==> src/rtl/sevenseg_scan.sv <==
// Time-multiplexed seven-segment scan controller with double-buffered display value
// and a blanking gap between digits.
module sevenseg_scan #(
    parameter int unsigned NDIG  = 4,
    parameter int unsigned DWELL = 1000,
    parameter int unsigned GAP   = 2
) (
    input  logic              clk,
    input  logic              reset,
    input  logic              en,
    input  logic              load,
    input  logic [4*NDIG-1:0] din,
    input  logic [NDIG-1:0]   blank,
    output logic [3:0]        data,
    output logic [NDIG-1:0]   an,
    output logic              frame,
    output logic              pending
);

    localparam int unsigned IW   = $clog2(NDIG);
    localparam int unsigned CMAX = (DWELL > GAP) ? DWELL : GAP;
    localparam int unsigned CW   = $clog2(CMAX + 1);

    localparam logic [IW-1:0] IDX_LAST = IW'(NDIG - 1);
    localparam logic [CW-1:0] DEND     = CW'(DWELL - 1);
    localparam logic [CW-1:0] GEND     = CW'((GAP > 0) ? GAP - 1 : 0);

    typedef enum logic [1:0] {
        ST_OFF,
        ST_SHOW,
        ST_GAP
    } state_t;

    state_t            state, state_nxt;
    logic [IW-1:0]     idx, idx_nxt;
    logic [CW-1:0]     cnt, cnt_nxt;
    logic [4*NDIG-1:0] shadow, active;
    logic [NDIG-1:0]   blank_q;
    logic              advance, wrap, commit;

    // State register
    always_ff @(posedge clk or posedge reset) begin
        if (reset) state <= ST_OFF;
        else       state <= state_nxt;
    end

    // Next-state, digit index and dwell/gap counter; commit marks a frame boundary
    always_comb begin
        state_nxt = state;
        idx_nxt   = idx;
        cnt_nxt   = cnt;
        advance   = 1'b0;
        wrap      = 1'b0;
        commit    = 1'b0;

        if (!en) begin
            state_nxt = ST_OFF;
            idx_nxt   = '0;
            cnt_nxt   = '0;
        end else begin
            case (state)
                ST_OFF: begin
                    state_nxt = ST_SHOW;
                    idx_nxt   = '0;
                    cnt_nxt   = '0;
                    commit    = 1'b1;
                end
                ST_SHOW: begin
                    if (cnt == DEND) begin
                        cnt_nxt = '0;
                        if (GAP == 0) advance = 1'b1;
                        else          state_nxt = ST_GAP;
                    end else begin
                        cnt_nxt = cnt + CW'(1);
                    end
                end
                ST_GAP: begin
                    if (cnt == GEND) begin
                        cnt_nxt = '0;
                        advance = 1'b1;
                    end else begin
                        cnt_nxt = cnt + CW'(1);
                    end
                end
                default: state_nxt = ST_OFF;
            endcase

            if (advance) begin
                state_nxt = ST_SHOW;
                if (idx == IDX_LAST) begin
                    idx_nxt = '0;
                    wrap    = 1'b1;
                    commit  = 1'b1;
                end else begin
                    idx_nxt = idx + IW'(1);
                end
            end
        end
    end

    // Anode and digit-code decode from registers only
    always_comb begin
        an   = '1;
        data = active[{idx, 2'b00} +: 4];
        if (state == ST_SHOW) an[idx] = blank_q[idx];
    end

    // Datapath: scan position, double-buffered value, frame strobe
    always_ff @(posedge clk or posedge reset) begin
        if (reset) begin
            idx     <= '0;
            cnt     <= '0;
            shadow  <= '0;
            active  <= '0;
            blank_q <= '0;
            pending <= 1'b0;
            frame   <= 1'b0;
        end else begin
            idx     <= idx_nxt;
            cnt     <= cnt_nxt;
            blank_q <= blank;
            frame   <= wrap;
            if (load) shadow <= din;
            if (commit) begin
                pending <= 1'b0;
                if (load)         active <= din;
                else if (pending) active <= shadow;
            end else if (load) begin
                pending <= 1'b1;
            end
        end
    end

endmodule

==> config.mk <==
export PLATFORM = sky130hd
export DESIGN_NAME = sevenseg_scan
export DESIGN_NICKNAME = d
export VERILOG_FILES = /design/src/rtl/sevenseg_scan.sv
export SDC_FILE = /design/constraint.sdc
export NUM_CORES = 1
export LEC_CHECK = 0
export BUFFER_PORTS_ARGS = -buffer_cell sky130_fd_sc_hd__buf_2
export CAP_MARGIN = 20
export CORE_MARGIN = 5
export CORE_UTILIZATION = 40
export DETAILED_ROUTE_END_ITERATION = 16
export PLACE_DENSITY = 0.56
export REMOVE_ABC_BUFFERS = 1
export SLEW_MARGIN = 10
export SYNTH_ARGS = -nofsm -noshare
export SYNTH_HDL_FRONTEND = slang
export SYNTH_SLANG_ARGS = --single-unit
export TNS_END_PERCENT = 20
==> constraint.sdc <==
create_clock -name clk -period 2.4 [get_ports clk]
set_input_delay 0.48 -clock clk [delete_from_list [all_inputs] [get_ports clk]]
set_output_delay 0.48 -clock clk [all_outputs]
set_load 0.05 [all_outputs]
==> metrics.yaml <==
status:
  status: "finished, final reports clean"
sta:
  tns_ns: 0
  fmax_mhz: 450
  rsz0062_at_grt: "no"
  slew_viol_final: 0
  worst_pin_slew_ns: 0.498
  setup_viol: 0
  fin_skew_ns: 0.0152
  fin_crit_sh: 0.926
  relSlewSlack: 0.667
  hold_viol_final: 0
  fin_crit_ns: 2.22
floorplan:
  num_io_pins: 34
  die_w_um: 89.4
  initial_utilization: 0.404
  core_area_um2: 6240
  row_count: 29
  die_h_um: 89.4
  die-area_um2: 8000
job:
  max-cap-violations: 0
global_route:
  grt_first_pass_wirelength_um: 7850
  antenna_found_initial: 0
  grt_max_degree: 31
  globalRouteOverflowTotal: 0
  grt_pass1_vias: 1599
  grt_usage: 0.129
worst_setup_path:
  setup.worst_path.end: "an[0]"
  crit_type: "register to output pin"
  worstPathMaxFanout: 4
  startpoint: "idx[0]"
  r2r_slack_ns: 0.40
  cp-end-kind: "output pin"
  r2r.worst_path.cells: 7
  r2r-start: "cnt[1]"
  startpoint_type: "register"
  crit_arrival_ns: 1.74
  cp.required_ns: 1.92
  reg2reg_to: "active[9]"
synth:
  ys_types: 37
  yosys_warnings: 0
  synth.avg_cell_area_um2: 12.8
  ys_seq_area_frac: 0.516
  synth_cells: 197
  synth_area_um2: 2520
  synth_ff_type: "dfrtp_1"
  synth_seq_cells: 52
  synth_edf_count: 0
  ys_async_sr_fraction: 1.00
drt:
  wl_um: 4700
  drt_pre_antenna_iters: 4
  drc: 0
  via_per_inst: 5.17
  postRouteAntennaNets: 0
  avgRoutedWirePerCell_um: 14.9
  routed-via-count: 1628
  drtIter0Drc: 61
clock_network:
  postCtsSetupBuffers: 0
  cts_buffer_depth: 2
  root_buffer: "clkbuf_8"
  clk_latency_ns: 0.31
  clock_sinks: 52
  clkTransAtPathRegs_ns: 0.11
  numCtsBuffers: 5
  cts.htree.levels: 2
  cts_tree: "built"
power_and_ir_drop:
  leakage_uw: 0.00133
  p_per_area_nw_per_um2: 697
  irDropWorstVdd_uv: 300
  power_uw: 2030
place:
  gp_congestion: 0.784
  portBuffers: 33
  detailedPlacementHpwl_um: 3470
  dpl_cell_area_um2: 2820
worst_hold_path:
  hold_class: "input port to asynchronous set/reset pin"
layout:
  diodes: 0
  syn2layout_area_growth_pct: 15.4
  final_nets: 271
  finalInstanceArea_um2: 2910
  final_layout_size_suffix_gt1_frac: 0.387
==> synth_stat cells (2+ instances only) <==
master,number,area (µm²)
a21oi_1,2,10.0
a31oi_1,4,25.0
and3_1,2,12.5
and4_1,3,26.3
clkbuf_1,4,15.0
dfrtp_1,52,1300
ha_1,10,125
inv_1,13,48.8
mux2_2,22,248
mux2_4,10,150
mux4_2,5,113
nand2_1,15,56.3
nand3_1,5,25.0
nand4_1,2,12.5
nor2_1,7,26.3
nor2b_1,4,25.0
nor3_1,3,15.0
nor3b_1,3,22.5
nor4_1,2,12.5
o21ai_0,4,20.0
o22ai_1,8,50.1
o31a_1,2,17.5
==> metrics by stage <==
| stage | util | hold WS, ns | instances | setup WS [ns] |
|---|---|---|---|---|
| 6_report | 0.467 | 0.181 | 315 | 0.177 |
| 5_1_grt | 0.467 | 0.224 | 315 | 0.0987 |
| 4_1_cts | 0.466 | 0.199 | 315 | 0.0532 |
| 3_5_place_dp | 0.451 | 0.489 | 307 | 0.404 |
| 3_3_place_gp | 0.451 | 0.484 | 307 | 0.433 |
| 2_1_floorplan | - | 0.468 | 191 | 0.312 |
==> power by group <==
group          switching, µW  total (µW)  leakage, µW  internal (µW)
Clock                    301         510    0.0000485            210
Sequential              65.2        1060     0.000639           1000
Combinational            229         455     0.000645            225
==> per-layer routing <==
layer	global-route usage	vias to the layer above	wire, µm
met5	0	-	0
met4	0.0406	0	67
met3	0.0323	6	222
met2	0.208	29	2190
met1	0.170	803	2220
li1	-	790	-
==> cells by family (layout without fill, tap and decap cells) <==
kind of cell | count (synthesis) | count (layout) | share of synthesized area
buf+inv | 19 | 60 | 0.0347
fa+ha+maj | 10 | 10 | 0.0496
flops | 52 | 52 | 0.516
compound gates | 27 | 27 | 0.0759
simple gates | 49 | 49 | 0.111
mux | 38 | 38 | 0.206
xor+xnor | 2 | 2 | 0.00694
==> state kept, by name (all words and copies together) (netlist names) <==
| signal | flops |
|---|---|
| pending | 1 |
| blank_q | 4 |
| idx | 2 |
| state | 2 |
| cnt | 10 |
| shadow | 16 |
| frame | 1 |
| active | 16 |
==> critical path, stage by stage (launching register included) <==
cell	delay (ns)
dfrtp_1	0.39
mux4_2	0.51
nor2b_2	0.23
nand2_1	0.09
buf_2	0.21
==> worst min-delay path by stage <==
stage	start	end	slack, ns	depth (start not counted)
global route	reset	idx[0]	0.22	2
CTS	reset	idx[0]	0.20	2
floorplan	shadow[10]	shadow[10]	0.47	1
finish	reset	idx[0]	0.18	2
global placement	shadow[12]	shadow[12]	0.48	1
detailed placement	shadow[10]	shadow[10]	0.49	1
==> final cells by class <==
class / instances / area, µm²
inverters: 13 / 48.8
flip-flops and latches: 52 / 1300
clock inverters: 3 / 22.5
multi-input cells: 126 / 1140
fillers: 594 / 3330
repair buffers: 39 / 235
well taps: 77 / 96.3
clock buffers: 5 / 68.8
==> repair_timing <==
action | CTS | global route
gates resized for setup | 0 | 2
hold buffers | 0 | 0
endpoints found under the setup margin | 0 | 1
==> layout by cell type (no fill, tap or decap), drive strengths merged, types with 4 or more instances in the layout <==
cell type  netlist  layout
dfrtp           52      52
buf              2      39
mux2            32      32
nand2           15      15
inv             13      14
ha              10      10
o22ai            8       8
nor2             7       7
nand3            5       5
mux4             5       5
clkbuf           4       5
a31oi            4       4
o21ai            4       4
nor3b            4       4
nor2b            4       4
No activity file was read; power rests on OpenSTA's default activity.
